<file path="src/rtl/out_decimal_tx_if.sv">
// -----------------------------------------------------------------------------
// out_decimal_tx_if
// Purpose : groups the CPU capture bus and the ASCII character handshake of
//           out_decimal_tx into one bundle.
// Signals : doOut      - CPU output strobe (capture dbus at a rising edge)
//           dbus[7:0]  - CPU data byte
//           char[7:0]  - ASCII character offered by the formatter
//           char_valid - char is valid, held until accepted
//           char_ready - sink accepts char when char_valid is also high
// Modports: master - CPU/sink side (drives doOut, dbus, char_ready)
//           slave  - formatter side (drives char, char_valid)
// -----------------------------------------------------------------------------
interface out_decimal_tx_if;
  logic       doOut;
  logic [7:0] dbus;
  logic [7:0] char;
  logic       char_valid;
  logic       char_ready;

  modport master (
    output doOut,
    output dbus,
    output char_ready,
    input  char,
    input  char_valid
  );

  modport slave (
    input  doOut,
    input  dbus,
    input  char_ready,
    output char,
    output char_valid
  );
endinterface

</file>
<file path="src/rtl/out_decimal_tx.sv">
// -----------------------------------------------------------------------------
// out_decimal_tx
// Purpose : captures CPU output bytes into a small FIFO and streams each byte
//           as three zero-padded decimal ASCII digits followed by a line feed.
//           Digits are found by repeated subtraction (100s, then 10s), one
//           subtraction per clock.
// Ports   : clk        - system clock, rising edge
//           reset      - asynchronous, active-high; clears all control state
//           bus        - out_decimal_tx_if.slave (doOut/dbus capture,
//                        char/char_valid/char_ready stream)
//           overflow   - sticky: a captured byte was dropped (FIFO full)
//           busy       - FIFO non-empty or formatter not idle
//           fifo_count - bytes currently queued (0..DEPTH)
// Params  : DEPTH      - FIFO depth, power of two in 2..8
// -----------------------------------------------------------------------------
module out_decimal_tx #(
  parameter int DEPTH = 4
) (
  input  logic             clk,
  input  logic             reset,
  out_decimal_tx_if.slave  bus,
  output logic             overflow,
  output logic             busy,
  output logic [3:0]       fifo_count
);

  localparam int         PW      = $clog2(DEPTH);
  localparam logic [3:0] DEPTH_C = 4'(DEPTH);

  typedef enum logic [2:0] {
    S_IDLE,
    S_HSUB,
    S_TSUB,
    S_EMIT_H,
    S_EMIT_T,
    S_EMIT_O,
    S_EMIT_NL
  } state_t;

  // FIFO storage and control
  logic [7:0]    r_mem [DEPTH];
  logic [PW-1:0] r_wr_ptr;
  logic [PW-1:0] r_rd_ptr;
  logic [3:0]    r_count;
  logic          r_overflow;

  // Formatter state and datapath
  state_t        r_state;
  state_t        w_state_nxt;
  logic [7:0]    r_work;
  logic [7:0]    w_work_nxt;
  logic [3:0]    r_hund;
  logic [3:0]    w_hund_nxt;
  logic [3:0]    r_tens;
  logic [3:0]    w_tens_nxt;

  logic          w_pop;
  logic          w_push;
  logic [7:0]    w_head;
  logic [7:0]    w_char;
  logic          w_char_valid;

  assign w_head = r_mem[r_rd_ptr];

  // A full FIFO still accepts a byte when the formatter pops at the same edge.
  assign w_push = bus.doOut && ((r_count < DEPTH_C) || w_pop);

  // ---------------------------------------------------------------------------
  // Formatter next-state, datapath and character outputs
  // ---------------------------------------------------------------------------
  always_comb begin
    w_state_nxt  = r_state;
    w_work_nxt   = r_work;
    w_hund_nxt   = r_hund;
    w_tens_nxt   = r_tens;
    w_pop        = 1'b0;
    w_char       = 8'h00;
    w_char_valid = 1'b0;

    unique case (r_state)
      S_IDLE: begin
        if (r_count != 4'd0) begin
          w_pop       = 1'b1;
          w_work_nxt  = w_head;
          w_hund_nxt  = 4'd0;
          w_tens_nxt  = 4'd0;
          w_state_nxt = S_HSUB;
        end
      end
      S_HSUB: begin
        if (r_work >= 8'd100) begin
          w_work_nxt = r_work - 8'd100;
          w_hund_nxt = r_hund + 4'd1;
        end else begin
          w_state_nxt = S_TSUB;
        end
      end
      S_TSUB: begin
        // Leaving TSUB, work already holds the ones digit.
        if (r_work >= 8'd10) begin
          w_work_nxt = r_work - 8'd10;
          w_tens_nxt = r_tens + 4'd1;
        end else begin
          w_state_nxt = S_EMIT_H;
        end
      end
      S_EMIT_H: begin
        w_char       = 8'h30 + {4'd0, r_hund};
        w_char_valid = 1'b1;
        if (bus.char_ready) w_state_nxt = S_EMIT_T;
      end
      S_EMIT_T: begin
        w_char       = 8'h30 + {4'd0, r_tens};
        w_char_valid = 1'b1;
        if (bus.char_ready) w_state_nxt = S_EMIT_O;
      end
      S_EMIT_O: begin
        w_char       = 8'h30 + r_work;
        w_char_valid = 1'b1;
        if (bus.char_ready) w_state_nxt = S_EMIT_NL;
      end
      S_EMIT_NL: begin
        w_char       = 8'h0A;
        w_char_valid = 1'b1;
        if (bus.char_ready) w_state_nxt = S_IDLE;
      end
      default: w_state_nxt = S_IDLE;
    endcase
  end

  // ---------------------------------------------------------------------------
  // Formatter registers
  // ---------------------------------------------------------------------------
  always_ff @(posedge clk or posedge reset) begin
    if (reset) begin
      r_state <= S_IDLE;
      r_work  <= 8'd0;
      r_hund  <= 4'd0;
      r_tens  <= 4'd0;
    end else begin
      r_state <= w_state_nxt;
      r_work  <= w_work_nxt;
      r_hund  <= w_hund_nxt;
      r_tens  <= w_tens_nxt;
    end
  end

  // ---------------------------------------------------------------------------
  // FIFO control
  // ---------------------------------------------------------------------------
  always_ff @(posedge clk or posedge reset) begin
    if (reset) begin
      r_wr_ptr   <= '0;
      r_rd_ptr   <= '0;
      r_count    <= 4'd0;
      r_overflow <= 1'b0;
    end else begin
      if (w_push) r_wr_ptr <= r_wr_ptr + PW'(1);
      if (w_pop)  r_rd_ptr <= r_rd_ptr + PW'(1);
      unique case ({w_push, w_pop})
        2'b10:   r_count <= r_count + 4'd1;
        2'b01:   r_count <= r_count - 4'd1;
        default: r_count <= r_count;
      endcase
      if (bus.doOut && !w_push) r_overflow <= 1'b1;
    end
  end

  // FIFO storage carries data only, so it has no reset.
  always_ff @(posedge clk) begin
    if (w_push) r_mem[r_wr_ptr] <= bus.dbus;
  end

  assign bus.char       = w_char;
  assign bus.char_valid = w_char_valid;
  assign overflow       = r_overflow;
  assign busy           = (r_count != 4'd0) || (r_state != S_IDLE);
  assign fifo_count     = r_count;

endmodule

</file>
<file path="src/flat_wrapper.sv">
// flat-port wrapper written by rule: the top's interface ports become plain ports
module out_decimal_tx_flat 
#(
  parameter int DEPTH = 4
)
  (clk, reset, overflow, busy, fifo_count, bus_doOut, bus_dbus, bus_char_ready, bus_char, bus_char_valid);
  out_decimal_tx_if bus_i ();
  input  logic clk;
  input  logic reset;
  output logic overflow;
  output logic busy;
  output logic [3:0] fifo_count;
  input wire logic [$bits(bus_i.doOut)-1:0] bus_doOut;
  input wire logic [$bits(bus_i.dbus)-1:0] bus_dbus;
  input wire logic [$bits(bus_i.char_ready)-1:0] bus_char_ready;
  output wire logic [$bits(bus_i.char)-1:0] bus_char;
  output wire logic [$bits(bus_i.char_valid)-1:0] bus_char_valid;
  assign bus_i.doOut = bus_doOut;
  assign bus_i.dbus = bus_dbus;
  assign bus_i.char_ready = bus_char_ready;
  assign bus_char = bus_i.char;
  assign bus_char_valid = bus_i.char_valid;
  out_decimal_tx #(.DEPTH(DEPTH)) u_core (.clk(clk), .reset(reset), .bus(bus_i), .overflow(overflow), .busy(busy), .fifo_count(fifo_count));
endmodule
</file>
<file path="config.mk">
export PLATFORM = sky130hd
export DESIGN_NAME = out_decimal_tx_flat
export DESIGN_NICKNAME = d
export VERILOG_FILES = /design/src/rtl/out_decimal_tx_if.sv /design/src/rtl/out_decimal_tx.sv /design/src/flat_wrapper.sv
export SDC_FILE = /design/constraint.sdc
export NUM_CORES = 1
export LEC_CHECK = 0
export CORE_UTILIZATION = 60
export CTS_BUF_LIST = sky130_fd_sc_hd__clkbuf_2
export DETAILED_ROUTE_END_ITERATION = 16
export PLACE_DENSITY = 0.85
export SYNTH_ARGS = -nofsm -noshare
export SYNTH_HDL_FRONTEND = slang
export SYNTH_SLANG_ARGS = --single-unit
</file>
<file path="constraint.sdc">
create_clock -name clk -period 3.6 [get_ports clk]
set_input_delay 0.72 -clock clk [delete_from_list [all_inputs] [get_ports clk]]
set_output_delay 0.72 -clock clk [all_outputs]
set_load 0.03 [all_outputs]
</file>
==> summary.txt, run 1 <==
Floorplan
  • Initial Util: 62.59%
  • Die Wd: 75.00 um
  • # IOs: 27
  • Placement Rows: 26
  • Full die area: 5624 sq um
  • Core area: 5107 sq um
  • Die Height: 75.00 um

Route
  • TritonRoute pass-1 iters: 4
  • Total Routed Length: 6.096 mm
  • Vias per inst: 5.886
  • Initial DRC Count: 166
  • Routed length per instance: 16.13 um
  • Antenna-violating nets left: 0
  • DR vias: 2225
  • Post-route DRC: 0

Synthesis
  • Sequential fraction of the synthesis area: 51.98%
  • Post-synth top cells: edfxtp_1 (32), dfrtp_1 (28), nand2_1 (22)
  • Mapped Cells: 273
  • Syn Nets: 304
  • Main synth FF type: edfxtp_1
  • Biggest area consumer among synthesized cells: edfxtp_1
  • Yosys cell types: 53
  • Cell Area, Synth: 3197 sq um
  • Post-synth EDFFs: 32
  • FF+latch count, synth: 60
  • Synth async-reset ratio: 46.67%
  • Warnings from Yosys: 0
  • Top-count cell post-synth: edfxtp_1
  • Synthesized area per cell: 11.71 sq um
  • Top cell type's share of synthesized area: 30.06%
  • Area contributors post-synth: edfxtp_1 (30%), dfrtp_1 (22%), ha_1 (7.4%)

CTS
  • TritonCTS clock tree: done
  • Worst-case clock buffer depth: 2
  • Reg clk slew, reported paths: 0.16 ns
  • Clock root buffer: clkbuf_2
  • Clock tree sinks: 60
  • CTS resizes: 0
  • Clk_lat worst skew: 0.48 ns
  • H-tree Lvls: 3
  • TritonCTS buffer count: 9
  • Post-CTS Hold Fix Bufs: 0
  • Post-CTS Setup Bufs: 0

GRT
  • First-pass GRT wire length: 10.12 mm
  • GR Layer Usage met1: 33.79%
  • Vias in the first global route: 2144
  • Largest net degree at the start of global routing: 29
  • Met3 Use GR: 7.095%
  • Met2 Use GR: 39.14%
  • GR Overflow Total: 0
  • All-layer global routing usage: 25.50%
  • Initial antenna violation count: 0
  • Gr busiest metal: met2

Power
  • Overall power: 3.247 mW
  • Fraction of power consumed by the clock network: 12.7%
  • Leakage: 1.450 nW
  • Int Power: 1.829 mW
  • Switching share of total power: 43.65%
  • Switching pwr: 1.417 mW
  • Flop pwr share: 37.0%
  • Gate power share: 50.3%
  • Worst IR drop on VDD: 468.2 uV
  • Pwr dens: 892.3 nW/um^2

Place
  • Dpl hpwl: 4.337 mm
  • Pre-CTS setup slack: 0.7385 ns
  • Routability Congestion: 0.8010
  • # port buffers: 26

Timing
  • Achievable Freq: 294.7 MHz
  • Final hold viol count: 0
  • Tmin final: 3.393 ns
  • Max_slew headroom: 58.83%
  • Period utilization: 94.25%
  • RSZ-0062 raised after global routing: no
  • Worst Skew: 0.02303 ns
  • Setup_tns: 0 ns
  • Final critical-path setup slack: 0.2071 ns
  • Worst Tran Pin Value: 0.6176 ns
  • Final Setup Violations: 0
  • Fin. max-slew vios: 0

Critical path
  • CP peak stage delay: 0.77 ns
  • Worst setup SP type: flop
  • CP Capture Type: output pin
  • Register-to-register setup slack: 0.78 ns
  • Worst reg-to-reg path cell count: 11
  • Crit-path slowest cell: dfrtp_1
  • Worst R2R Start: u_core.r_state[0]
  • Setup crit start: u_core.r_state[0]
  • Crit-path cells: nor2b_1 -> a21oi_1 -> o22ai_1 -> clkdlybuf4s50_1
  • CP max FO: 21
  • Crit path DAT: 2.67 ns
  • Required @ worst endpoint: 2.88 ns
  • Reg2reg end: u_core.fifo_count[2]
  • Crit path to: bus_char[1]
  • Worst Path Class, Setup: reg2out

Layout
  • FF+latch area: 1662 sq um
  • Final #Nets: 334
  • Multi-input logic area: 1405 sq um
  • Filler Cell Count: 350
  • Layout cell share with drive strength beyond 1: 11.36%
  • Utilization after layout: 71.24%
  • N_diodes: 0
  • Area Overhead vs Synth: 13.82%

Run
  • Maxcap violations: 0

Status
  • Status: completed

Worst hold path
  • HP Class: reg2reg
## stage by stage
stage	cells	hold WS, ns	instance area (sq um)
floorplan	273	0.4764	3197
global placement	362	0.4759	3523
detailed placement	362	0.4800	3523
CTS	378	0.5178	3638
global route	378	0.5385	3638
finish	378	0.5137	3638
## placed cells by master (no fill, tap or decap), types with 3 or more instances in the layout
master,n
ha_1,19
mux2i_1,6
o21ai_0,15
xnor2_1,8
clkbuf_2,10
mux4_2,8
xor2_1,6
nor2b_1,5
nor2_1,14
inv_1,19
and3_1,5
clkinvlp_4,3
a21oi_1,12
nand2_1,22
a221o_1,3
o22ai_1,4
nand3_1,7
edfxtp_1,32
o211ai_1,3
buf_4,4
dfrtp_1,28
nor3_1,4
clkdlybuf4s50_1,26
## logic make-up (layout without fill, tap and decap cells)
logic type / after synthesis / in the layout / synth area share (%)
simple gates: 72 / 72 / 11.66
flops: 60 / 60 / 51.98
compound gates: 59 / 59 / 12.21
buf+inv: 32 / 67 / 4.070
fa+ha+maj: 19 / 19 / 7.436
mux: 17 / 17 / 8.806
xor+xnor: 14 / 14 / 3.836
## routing by layer
layer  routed length (um)  vias to the layer above  share of wire [%]
met5                    0                        -                  0
met4                  153                        0                2.5
met3                  283                       15                4.6
met2                 2902                       58                 48
met1                 2757                     1080                 45
li1                     -                     1072                  -
## worst min path at each step
stage,from,endpoint,slack (ns),cells past startpoint
after CTS,u_core.overflow,u_core.overflow,0.52,1
after global routing,u_core.overflow,u_core.overflow,0.54,1
after floorplan,u_core.r_tens[2],u_core.r_tens[2],0.48,1
after global placement,u_core.overflow,u_core.overflow,0.48,1
final,u_core.overflow,u_core.overflow,0.51,1
after detailed placement,u_core.overflow,u_core.overflow,0.48,1
## sequential cells by signal (all words and copies together), names as in the netlist
name and count:
u_core.overflow 1, u_core.r_tens 4, u_core.r_work 8, u_core.r_mem 32, u_core.fifo_count 4, u_core.r_wr_ptr 2
u_core.r_rd_ptr 2, u_core.r_state 3, u_core.r_hund 4
## power groups by stage
| stage | combinational [mW] | clock, mW | sequential, mW |
|---|---|---|---|
| 2_1_floorplan | 1.30 | 0 | 1.11 |
| 3_3_place_gp | 1.58 | 0 | 1.20 |
| 3_5_place_dp | 1.64 | 0 | 1.21 |
| 4_1_cts | 1.64 | 0.423 | 1.20 |
| 5_1_grt | 1.81 | 0.455 | 1.24 |
| 6_report | 1.63 | 0.412 | 1.20 |
## critical path, delay by kind of cell, from the launching register on
kind,cells,cell delay [ns]
flops,1,0.77
compound gates,2,0.29
buf+inv,1,0.70
simple gates,1,0.46
## layout make-up
type / instances / share of cell area, %
multi-input cells: 181 / 38.62
repair buffers: 30 / 7.978
flip-flops and latches: 60 / 45.67
inverters: 21 / 2.166
well taps: 70 / 2.407
clock inverters: 6 / 1.788
clock buffers: 10 / 1.376
Power figures use the tool's default switching activity.
==> inputs of run 2 (changes only) <==
--- a/config.mk
+++ b/config.mk
@@ -5,10 +5,11 @@
 export SDC_FILE = /design/constraint.sdc
 export NUM_CORES = 1
 export LEC_CHECK = 0
-export CORE_UTILIZATION = 60
+export CORE_UTILIZATION = 65
 export CTS_BUF_LIST = sky130_fd_sc_hd__clkbuf_2
 export DETAILED_ROUTE_END_ITERATION = 16
-export PLACE_DENSITY = 0.85
+export PLACE_DENSITY = 0.91
+export REMOVE_ABC_BUFFERS = 1
 export SYNTH_ARGS = -nofsm -noshare
 export SYNTH_HDL_FRONTEND = slang
 export SYNTH_SLANG_ARGS = --single-unit
==> constraint.sdc (replaced) <==
create_clock -name clk -period 4.1 [get_ports clk]
set_input_delay 0.82 -clock clk [delete_from_list [all_inputs] [get_ports clk]]
set_output_delay 0.82 -clock clk [all_outputs]
set_load 0.03 [all_outputs]
==> run 2 against run 1 <==
  * Clock skew fell by 0.0056 ns
  * Total power fell by 13%
  * Register-to-register slack improved by 0.44 ns
  * Combinational power fell by 13%
  * Sequential share of layout area rose by 0.48 points
  * Sequential cell count did not move
  * Clock power fell by 23%
==> summary.txt, run 2 (synthesis results as in run 1) <==
Status
  • Status: completed

Floorplan
  • Core area: 4723 sq um (-7.5%)
  • Placement Rows: 25 (-3.8%)
  • # IOs: 27 (unchanged)
  • Die Height: 72.13 um (-3.8%)
  • Full die area: 5203 sq um (-7.5%)
  • Die Wd: 72.13 um (-3.8%)
  • Initial Util: 67.68% (+5.1 points)

CTS
  • CTS resizes: 0 (unchanged)
  • Worst-case clock buffer depth: 2 (unchanged)
  • Post-CTS Setup Bufs: 0 (unchanged)
  • TritonCTS clock tree: done
  • Clk_lat worst skew: 0.51 ns (+0.03 ns)
  • Post-CTS Hold Fix Bufs: 0 (unchanged)
  • Reg clk slew, reported paths: 0.18 ns (+0.02 ns)
  • Clock root buffer: clkbuf_2
  • Clock tree sinks: 60 (unchanged)
  • H-tree Lvls: 3 (unchanged)
  • TritonCTS buffer count: 9 (unchanged)

Power
  • Overall power: 2.821 mW (-13%)
  • Leakage: 1.437 nW (-0.88%)
  • Worst IR drop on VDD: 432.7 uV (-7.6%)
  • Pwr dens: 783.5 nW/um^2 (-12%)

Critical path
  • Buf/Inv on CP: 1 (unchanged)
  • Crit-path slowest cell: dfrtp_1
  • CP Capture Type: output pin
  • Crit-path cells: nor2b_1 -> a21oi_1 -> o22ai_1 -> clkdlybuf4s50_1
  • Kind of cell adding the most delay to the critical path: flip-flops
  • CP peak stage delay: 0.78 ns (about the same)
  • Worst Path Class, Setup: reg2out
  • Crit path DAT: 2.70 ns (+0.03 ns)
  • Required @ worst endpoint: 3.28 ns (+0.40 ns)
  • CP max FO: 21 (unchanged)
  • Worst setup SP type: flop

GRT
  • First-pass GRT wire length: 10.58 mm (+4.6%)
  • Largest net degree at the start of global routing: 29 (unchanged)
  • Vias in the first global route: 2186 (+2.0%)
  • Initial antenna violation count: 0 (unchanged)
  • All-layer global routing usage: 28.00% (+2.5 points)
  • GR Overflow Total: 0 (unchanged)

Route
  • Post-route DRC: 0 (unchanged)
  • TritonRoute pass-1 iters: 4 (unchanged)
  • DR vias: 2267 (+1.9%)
  • Routed length per instance: 17.40 um (+7.9%)
  • Antenna-violating nets left: 0 (unchanged)
  • Initial DRC Count: 205 (+23%)
  • Vias per inst: 6.078 (+3.3%)
  • Total Routed Length: 6.490 mm (+6.5%)

Layout
  • Final #Nets: 332 (-0.60%)
  • N_diodes: 0 (unchanged)
  • Area Overhead vs Synth: 12.64%
  • Layout cell share with drive strength beyond 1: 11.11% (-0.25 points)
  • Max reg flops: 32 (unchanged)
  • Commonest cells after routing, fill and taps aside: edfxtp_1 (32), dfrtp_1 (28), clkdlybuf4s50_1 (26)
  • Largest register by flop count: u_core.r_mem
  • Largest registers: u_core.r_mem: 32 flops, u_core.r_work: 8 flops
  • Final instance area: 3601 sq um (-1.0%)
  • Commonest non-fill, non-tap cell in the layout: edfxtp_1

Timing
  • Setup_tns: 0 ns (unchanged)
  • Final hold viol count: 0 (unchanged)
  • Worst Skew: 0.01746 ns (-0.005575 ns)
  • Worst Tran Pin Value: 1.102 ns (+0.4849 ns)
  • Max_slew headroom: 26.42% (-32 points)
  • Fin. max-slew vios: 0 (unchanged)
  • Final Setup Violations: 0 (unchanged)
  • Achievable Freq: 284.3 MHz
  • RSZ-0062 raised after global routing: no
  • Period utilization: 85.78%
  • Final Hold Slack: 0.5191 ns (+0.005404 ns)
  • Tmin final: 3.517 ns

Run
  • Maxcap violations: 0 (unchanged)

Place
  • Routability Congestion: 0.8290 (+3.5%)
  • # port buffers: 26 (unchanged)
  • Placed cell areas: 3505 sq um (-0.53%)
  • Dpl hpwl: 4.605 mm (+6.2%)

Worst hold path
  • HP Class: reg2reg
[run 2: area by class of cell]
type                    count  area [sq um]
well taps                  67         83.83
clock buffers               9         45.04
flip-flops and latches     60          1662
clock inverters             7         51.30
repair buffers             28         275.3
multi-input cells         181          1405
inverters                  21         78.83
fillers                   309          1122
[run 2: worst paths after layout]
path	start	to	slack, ns	depth (start not counted)
hold reg to reg	u_core.overflow	u_core.overflow	0.52	1
max in group asynchronous	reset	u_core.r_rd_ptr[1]	2.58	2
min in group asynchronous	reset	u_core.r_work[2]	0.86	2
setup reg to reg	u_core.fifo_count[0]	u_core.fifo_count[2]	1.22	10
setup / recovery	u_core.r_state[0]	bus_char[3]	0.58	4
hold / removal	u_core.overflow	u_core.overflow	0.52	1
[run 2: worst register-to-register path, stage by stage, from the launching register on]
cell     delay (ns)
dfrtp_1        0.50
or4_1          0.59
nand2_1        0.36
inv_2          0.16
ha_1           0.28
xor2_1         0.16
ha_1           0.18
a21oi_1        0.16
xor2_1         0.20
nor2_1         0.07
xor2_1         0.13
[run 2: layer usage]
layer,GRT usage [%],share of wire [%],vias up
met1,35.78,42,1100
li1,-,-,1066
met5,0,0,-
met2,44.65,49,83
met4,15.90,2.6,0
met3,5.972,5.9,18
[run 2: power breakdown]
part / internal, mW / total (mW) / switching, mW
clock network: 0.0823 / 0.319 / 0.237
registers: 0.809 / 1.08 / 0.273
logic: 0.650 / 1.42 / 0.770
total: 1.54 / 2.82 / 1.28
[run 2: stage by stage]
step,instances,util (%),setup slack [ns]
2_1_floorplan,262,-,1.280
3_3_place_gp,357,74.20,1.239
3_5_place_dp,357,74.20,1.116
4_1_cts,373,76.24,0.5723
5_1_grt,373,76.24,0.4318
6_report,373,76.24,0.5830
